## src/rtl/synth_pkg.sv

```systemverilog
// Shared types and constants for the polyphonic square-wave synthesiser.
package synth_pkg;

    localparam int NOTE_W = 3;
    localparam int OCT_W  = 3;
    localparam int BASE_W = 32;

    // Note code that silences a voice instead of tuning it.
    localparam logic [NOTE_W-1:0] NOTE_OFF = 3'd0;

    typedef enum logic [1:0] {
        V_IDLE    = 2'd0,
        V_RUN     = 2'd1,
        V_RELEASE = 2'd2
    } voice_state_e;

    // Half-period in 100 MHz clocks of notes C..B in the base octave.
    function automatic logic [BASE_W-1:0] note_half_period(input logic [NOTE_W-1:0] note);
        logic [BASE_W-1:0] hp;
        case (note)
            3'd1:    hp = 32'd1528902;
            3'd2:    hp = 32'd1362097;
            3'd3:    hp = 32'd1213491;
            3'd4:    hp = 32'd1145383;
            3'd5:    hp = 32'd1020420;
            3'd6:    hp = 32'd909091;
            3'd7:    hp = 32'd809908;
            default: hp = 32'd0;
        endcase
        return hp;
    endfunction

endpackage

```

## src/rtl/tone_voice.sv

```systemverilog
// One square-wave oscillator voice: half-period counter, active/pending
// period registers and an IDLE/RUN/RELEASE state machine. Period changes
// and note-off only take effect on a waveform edge so the output never glitches.
module tone_voice
    import synth_pkg::*;
#(
    parameter int DIV_W = 32
) (
    input  logic             clk_i,
    input  logic             rst_ni,
    input  logic             cmt_valid_i,
    input  logic             cmt_off_i,
    input  logic [DIV_W-1:0] cmt_period_i,
    output logic             sq_o,
    output logic             active_o
);

    voice_state_e     state_q, state_d;
    logic [DIV_W-1:0] cnt_q, cnt_d;
    logic [DIV_W-1:0] period_q, period_d;
    logic [DIV_W-1:0] pend_q, pend_d;
    logic             pend_vld_q, pend_vld_d;
    logic             sq_q, sq_d;
    logic             active_q, active_d;

    logic             terminal_s;
    logic             note_on_s;
    logic             note_off_s;
    logic             tog_sq_s;
    logic [DIV_W-1:0] tog_cnt_s;
    logic [DIV_W-1:0] tog_period_s;
    logic             tog_pvld_s;

    // Next-state logic: running step shared by RUN and a cancelled RELEASE.
    always_comb begin
        state_d    = state_q;
        cnt_d      = cnt_q;
        period_d   = period_q;
        pend_d     = pend_q;
        pend_vld_d = pend_vld_q;
        sq_d       = sq_q;

        terminal_s = (cnt_q >= period_q);
        note_on_s  = cmt_valid_i & ~cmt_off_i;
        note_off_s = cmt_valid_i & cmt_off_i;

        // A terminal count toggles the wave and adopts any pending period
        // that existed before this cycle's commit.
        if (terminal_s) begin
            tog_sq_s  = ~sq_q;
            tog_cnt_s = {{(DIV_W-1){1'b0}}, 1'b1};
            if (pend_vld_q) begin
                tog_period_s = pend_q;
                tog_pvld_s   = 1'b0;
            end else begin
                tog_period_s = period_q;
                tog_pvld_s   = 1'b0;
            end
        end else begin
            tog_sq_s     = sq_q;
            tog_cnt_s    = cnt_q + {{(DIV_W-1){1'b0}}, 1'b1};
            tog_period_s = period_q;
            tog_pvld_s   = pend_vld_q;
        end

        case (state_q)
            V_IDLE: begin
                if (note_on_s) begin
                    period_d   = cmt_period_i;
                    cnt_d      = {{(DIV_W-1){1'b0}}, 1'b1};
                    sq_d       = 1'b1;
                    pend_vld_d = 1'b0;
                    state_d    = V_RUN;
                end else begin
                    cnt_d      = '0;
                    sq_d       = 1'b0;
                    pend_vld_d = 1'b0;
                    state_d    = V_IDLE;
                end
            end
            V_RUN: begin
                sq_d       = tog_sq_s;
                cnt_d      = tog_cnt_s;
                period_d   = tog_period_s;
                pend_vld_d = tog_pvld_s;
                if (note_on_s) begin
                    pend_d     = cmt_period_i;
                    pend_vld_d = 1'b1;
                    state_d    = V_RUN;
                end else if (note_off_s) begin
                    state_d = V_RELEASE;
                end else begin
                    state_d = V_RUN;
                end
            end
            V_RELEASE: begin
                if (note_on_s) begin
                    sq_d       = tog_sq_s;
                    cnt_d      = tog_cnt_s;
                    period_d   = tog_period_s;
                    pend_d     = cmt_period_i;
                    pend_vld_d = 1'b1;
                    state_d    = V_RUN;
                end else if (terminal_s) begin
                    // Falling edge or already low: either way finish low.
                    sq_d       = 1'b0;
                    cnt_d      = '0;
                    pend_vld_d = 1'b0;
                    state_d    = V_IDLE;
                end else begin
                    cnt_d   = cnt_q + {{(DIV_W-1){1'b0}}, 1'b1};
                    state_d = V_RELEASE;
                end
            end
            default: begin
                sq_d       = 1'b0;
                cnt_d      = '0;
                pend_vld_d = 1'b0;
                state_d    = V_IDLE;
            end
        endcase

        active_d = (state_d != V_IDLE);
    end

    // Voice state registers; activity flag is registered with the state.
    always_ff @(posedge clk_i or negedge rst_ni) begin
        if (!rst_ni) begin
            state_q    <= V_IDLE;
            cnt_q      <= '0;
            period_q   <= '0;
            pend_q     <= '0;
            pend_vld_q <= 1'b0;
            sq_q       <= 1'b0;
            active_q   <= 1'b0;
        end else begin
            state_q    <= state_d;
            cnt_q      <= cnt_d;
            period_q   <= period_d;
            pend_q     <= pend_d;
            pend_vld_q <= pend_vld_d;
            sq_q       <= sq_d;
            active_q   <= active_d;
        end
    end

    assign sq_o     = sq_q;
    assign active_o = active_q;

endmodule

```

## src/rtl/poly_tone_synth.sv

```systemverilog
// Polyphonic square-wave synthesiser: a two-stage note request pipeline
// (latch, then period lookup/shift/clamp) feeds VOICES oscillators whose
// outputs are mixed into one bit by a first-order sigma-delta modulator.
module poly_tone_synth
    import synth_pkg::*;
#(
    parameter int  VOICES     = 4,
    parameter int  DIV_W      = 32,
    parameter int  MIN_PERIOD = 2,
    localparam int VOICE_W    = (VOICES > 1) ? $clog2(VOICES) : 1
) (
    input  logic               clk_100M,
    input  logic               rst_n,
    input  logic               req_valid,
    output logic               req_ready,
    input  logic [VOICE_W-1:0] req_voice,
    input  logic [OCT_W-1:0]   req_octave,
    input  logic [NOTE_W-1:0]  req_note,
    output logic [VOICES-1:0]  voice_active,
    output logic               AIN,
    output logic               GAIN,
    output logic               NC,
    output logic               ACTIVE
);

    localparam int               ACC_W    = $clog2(VOICES) + 1;
    localparam logic [DIV_W-1:0] MIN_P    = DIV_W'(MIN_PERIOD);
    localparam logic [ACC_W-1:0] VOICES_A = ACC_W'(VOICES);

    logic               ready_q, ready_d;
    logic               a_vld_q, a_vld_d;
    logic [VOICE_W-1:0] a_voice_q, a_voice_d;
    logic [OCT_W-1:0]   a_oct_q, a_oct_d;
    logic [NOTE_W-1:0]  a_note_q, a_note_d;
    logic               b_vld_q, b_vld_d;
    logic [VOICE_W-1:0] b_voice_q, b_voice_d;
    logic               b_off_q, b_off_d;
    logic [DIV_W-1:0]   b_period_q, b_period_d;
    logic [ACC_W-1:0]   acc_q, acc_d;
    logic               ain_q, ain_d;

    logic               accept_s;
    logic [DIV_W-1:0]   base_s;
    logic [DIV_W-1:0]   shift_s;
    logic [DIV_W-1:0]   clamp_s;
    logic [ACC_W-1:0]   pop_s;
    logic [ACC_W-1:0]   acc_n_s;

    logic [VOICES-1:0]  cmt_vld_s;
    logic [VOICES-1:0]  sq_s;
    logic [VOICES-1:0]  active_s;

    // Request pipeline: accept/latch in stage A, period computation in stage B.
    always_comb begin
        accept_s = req_valid & ready_q;
        ready_d  = ~accept_s;
        a_vld_d  = accept_s;
        if (accept_s) begin
            a_voice_d = req_voice;
            a_oct_d   = req_octave;
            a_note_d  = req_note;
        end else begin
            a_voice_d = a_voice_q;
            a_oct_d   = a_oct_q;
            a_note_d  = a_note_q;
        end

        base_s  = DIV_W'(note_half_period(a_note_q));
        shift_s = base_s >> a_oct_q;
        if (shift_s < MIN_P) begin
            clamp_s = MIN_P;
        end else begin
            clamp_s = shift_s;
        end

        b_vld_d    = a_vld_q;
        b_voice_d  = a_voice_q;
        b_off_d    = (a_note_q == NOTE_OFF);
        b_period_d = clamp_s;
    end

    // Sigma-delta mixer: emit a 1 whenever the running sum crosses VOICES.
    always_comb begin
        pop_s = '0;
        for (int i = 0; i < VOICES; i++) begin
            pop_s = pop_s + ACC_W'(sq_s[i]);
        end
        acc_n_s = acc_q + pop_s;
        if (acc_n_s >= VOICES_A) begin
            ain_d = 1'b1;
            acc_d = acc_n_s - VOICES_A;
        end else begin
            ain_d = 1'b0;
            acc_d = acc_n_s;
        end
    end

    // Pipeline and mixer registers; reset drops any in-flight request.
    always_ff @(posedge clk_100M or negedge rst_n) begin
        if (!rst_n) begin
            ready_q    <= 1'b0;
            a_vld_q    <= 1'b0;
            a_voice_q  <= '0;
            a_oct_q    <= '0;
            a_note_q   <= '0;
            b_vld_q    <= 1'b0;
            b_voice_q  <= '0;
            b_off_q    <= 1'b0;
            b_period_q <= '0;
            acc_q      <= '0;
            ain_q      <= 1'b0;
        end else begin
            ready_q    <= ready_d;
            a_vld_q    <= a_vld_d;
            a_voice_q  <= a_voice_d;
            a_oct_q    <= a_oct_d;
            a_note_q   <= a_note_d;
            b_vld_q    <= b_vld_d;
            b_voice_q  <= b_voice_d;
            b_off_q    <= b_off_d;
            b_period_q <= b_period_d;
            acc_q      <= acc_d;
            ain_q      <= ain_d;
        end
    end

    // An index with no matching voice simply commits nowhere.
    for (genvar g = 0; g < VOICES; g++) begin : g_voice
        assign cmt_vld_s[g] = b_vld_q & (b_voice_q == VOICE_W'(g));

        tone_voice #(
            .DIV_W(DIV_W)
        ) u_voice (
            .clk_i        (clk_100M),
            .rst_ni       (rst_n),
            .cmt_valid_i  (cmt_vld_s[g]),
            .cmt_off_i    (b_off_q),
            .cmt_period_i (b_period_q),
            .sq_o         (sq_s[g]),
            .active_o     (active_s[g])
        );
    end

    assign req_ready    = ready_q;
    assign voice_active = active_s;
    assign AIN          = ain_q;
    assign GAIN         = 1'b1;
    assign NC           = 1'b0;
    assign ACTIVE       = 1'b1;

endmodule

```

## config.mk

```make
export PLATFORM = sky130hd
export DESIGN_NAME = poly_tone_synth
export DESIGN_NICKNAME = d
export VERILOG_FILES = /design/src/rtl/synth_pkg.sv /design/src/rtl/tone_voice.sv /design/src/rtl/poly_tone_synth.sv
export SDC_FILE = /design/constraint.sdc
export NUM_CORES = 1
export LEC_CHECK = 0
export BUFFER_PORTS_ARGS = -buffer_cell sky130_fd_sc_hd__buf_4
export CORE_MARGIN = 3
export CORE_UTILIZATION = 45
export DETAILED_ROUTE_END_ITERATION = 7
export PLACE_DENSITY = 0.64
export SYNTH_ARGS = -nofsm -noshare
export SYNTH_HDL_FRONTEND = slang
export SYNTH_SLANG_ARGS = --single-unit
```

## constraint.sdc

```tcl
create_clock -name clk_100M -period 4.6 [get_ports clk_100M]
set_clock_uncertainty 0.05 [all_clocks]
set_input_delay 0.23 -clock clk_100M [delete_from_list [all_inputs] [get_ports clk_100M]]
set_output_delay 0.23 -clock clk_100M [all_outputs]
set_load 0.03 [all_outputs]
```

==> impl_metrics.ini <==
[critical_path]
cpMaxStageDelayCell = a21oi_1
cp.arrival_ns = 3.61
cp-end-kind = flip-flop
cpPeakStageDelay_ns = 0.68
cp-start-kind = flip-flop
cp_max_fo = 21
path_class = reg -> reg
cp_cell_sequence = ha_1 -> a21o_1 -> a211o_1 -> a21oi_1 -> nor2_1 -> nand2_1 -> o22a_1 -> o221a_2
cp.required_ns = 5.02

[logic_synthesis]
ys_ff_latch = 355
synth-edff-count = 0
post_synth_inst_count = 1846
yosysSeqAreaShare = 0.472
synth_area_per_cell_um2 = 10.2
async_flop_share = 1.00
yosys_warnings = 0
synth_area_um2 = 18800
synthDistinctLibCells = 77
ys_dominant_reg_cell = dfrtp_1

[clocking]
htreeDepth = 2
cts_buffer_depth = 3
cts_setup_buffers = 0
clock-sinks = 355
numCtsBuffers = 41
clkTransAtPathRegs_ns = 0.06
cts_tree = yes
insertion_delay_ns = 0.55
clock-root-buffer = clkbuf_16

[timing]
final-hold-violation-count = 0
timing.fmax_ghz = 0.314
fin_tns_setup_ns = 0
worst_pin_slew_ns = 1.03
hold_slack_ns = 0.0447
rsz0062_at_grt = no
setup_viol = 0
fin_crit_ns = 3.19
slew_violations = 0
post-route-period-util = 0.693
slew_headroom = 0.314

[placement]
detailed_place_hpwl_um = 28100
place.gp.congestion = 0.909
placed_area_um2 = 19500
port_buffers = 16

[pwr]
ir_drop_uv = 275
powerDensity_nw_per_um2 = 558
leakagePower_nw = 9.47

[routing]
drt_iter0_markers = 1225
wl_per_cell_um = 17.6
antenna_left = 0
drc_errors = 0
via_per_inst = 5.68
wirelength_um = 42900
vias = 13800
dr.pass1.iters = 5

[layout]
layout_commonest_cell = dfrtp_1
area_growth_syn_to_layout_pct = 11.2
final_nets = 1991
multiInputGateArea_um2 = 9210
final_cell_mix = 354 x dfrtp_1, 167 x nor2_1, 128 x nand2_1
stdcell_area_um2 = 20900
fillers = 3744
drive_above_1_share = 0.151
regArea_um2 = 8880

[grt]
track_usage = 0.197
grt_overflow = 0
antenna_found_initial = 2
grt_pass1_vias = 13400
grt_max_degree = 118
grt_pass1_wl_um = 71300

[die]
die-area_um2 = 44300
rows = 74
die_y_um = 211
io_pins = 20
die_x_um = 211
core_area_um2 = 41100
initial_core_util = 0.458

[worst_hold_path]
min_path_type = in -> reg

[status]
outcome = finished, final reports clean

[run]
maxCapViolations = 0
[Yosys cell counts, types with 30 or more instances]
master,number,area share
o211ai_1,30,0.012
inv_1,119,0.024
dfrtp_1,355,0.47
a21oi_1,92,0.024
xor2_1,52,0.024
o22a_1,43,0.020
o21ai_0,46,0.012
ha_1,108,0.072
clkbuf_1,77,0.015
mux2_2,92,0.055
o221a_2,63,0.038
nand2_1,128,0.026
nand2b_1,61,0.020
nand3_1,72,0.019
nor2_1,167,0.033
[metrics by stage]
step | std cells | power (mW) | util | setup slack, ns
3_3_place_gp | 2349 | 8.39 | 0.475 | 1.48
6_report | 2432 | 11.7 | 0.509 | 1.41
3_5_place_dp | 2349 | 8.54 | 0.475 | 1.38
5_1_grt | 2429 | 12.5 | 0.509 | 1.15
2_1_floorplan | 1888 | 7.46 | - | 2.09
4_1_cts | 2429 | 11.8 | 0.509 | 1.39
[flip-flops by register name, indices dropped and copies added (netlist names)]
signal / cells
g_voice.u_voice.cnt_q: 128
g_voice.u_voice.pend_q: 84
g_voice.u_voice.period_q: 84
b_period_q: 21
g_voice.u_voice.state_q: 8
g_voice.u_voice.active_o: 4
g_voice.u_voice.pend_vld_q: 4
g_voice.u_voice.sq_o: 4
a_note_q: 3
a_oct_q: 3
acc_q: 3
a_voice_q: 2
b_voice_q: 2
AIN: 1
a_vld_q: 1
b_off_q: 1
b_vld_q: 1
req_ready: 1
[power breakdown]
group | internal, mW | leakage, nW | switching [mW] | total (mW)
registers | 4.02 | 4.46 | 0.858 | 4.88
logic | 1.78 | 4.36 | 1.84 | 3.63
clock network | 1.89 | 0.647 | 1.28 | 3.17
total | 7.69 | 9.47 | 3.98 | 11.7
[logic make-up (layout without fill, tap and decap cells)]
| group | count (synthesis) | in the layout | share of synthesized area |
|---|---|---|---|
| simple gates | 579 | 579 | 0.152 |
| compound gates | 399 | 399 | 0.160 |
| flops | 355 | 355 | 0.472 |
| buf+inv | 228 | 237 | 0.0483 |
| fa+ha+maj | 112 | 112 | 0.0755 |
| mux | 93 | 93 | 0.0556 |
| xor+xnor | 78 | 78 | 0.0363 |
| other cells | 2 | 47 | 0.000399 |
[critical path: cells and delay by family, from the launching register on]
| kind | cells | cell delay [ns] |
|---|---|---|
| and+or+nand+nor | 2 | 0.78 |
| AOI/OAI and AO/OA | 5 | 1.59 |
| adders and majority gates | 1 | 0.30 |
| DFF | 1 | 0.41 |
[per-layer routing]
metal	GRT usage	vias to the layer above	wire length [um]
met4	0.0716	0	1390
met2	0.298	279	19200
met1	0.288	6861	20400
met5	0	-	0
met3	0.0299	83	1990
li1	-	6583	-
[repair_timing]
item / CTS / global route
resized for setup: 0 / 0
setup endpoints to repair: 0 / 0
hold endpoints to repair: 122 / 0
hold buffers: 9 / 0
[final timing paths]
kind | startpoint | cells past startpoint | to | slack, ns
max in group asynchronous | rst_n | 3 | g_voice[3].u_voice.cnt_q[20] | 3.08
worst max-delay path | g_voice[0].u_voice.cnt_q[17] | 8 | g_voice[0].u_voice.period_q[17] | 1.41
min in group asynchronous | rst_n | 2 | g_voice[1].u_voice.cnt_q[8] | 0.27
worst max register to register | g_voice[0].u_voice.cnt_q[17] | 8 | g_voice[0].u_voice.period_q[17] | 1.41
worst min register to register | a_vld_q | 0 | b_vld_q | 0.30
worst min-delay path | req_valid | 2 | req_ready | 0.04
[area by class of cell]
| cell class | instances | area share |
|---|---|---|
| Multi-Input combinational cell | 1305 | 0.440 |
| Sequential cell | 355 | 0.424 |
| Clock buffer | 54 | 0.0556 |
| Tap cell | 532 | 0.0318 |
| Inverter | 121 | 0.0217 |
| Timing Repair Buffer | 45 | 0.0188 |
| Clock inverter | 17 | 0.00711 |
| Antenna cell | 3 | 0.000359 |
Power figures use the tool's default switching activity.
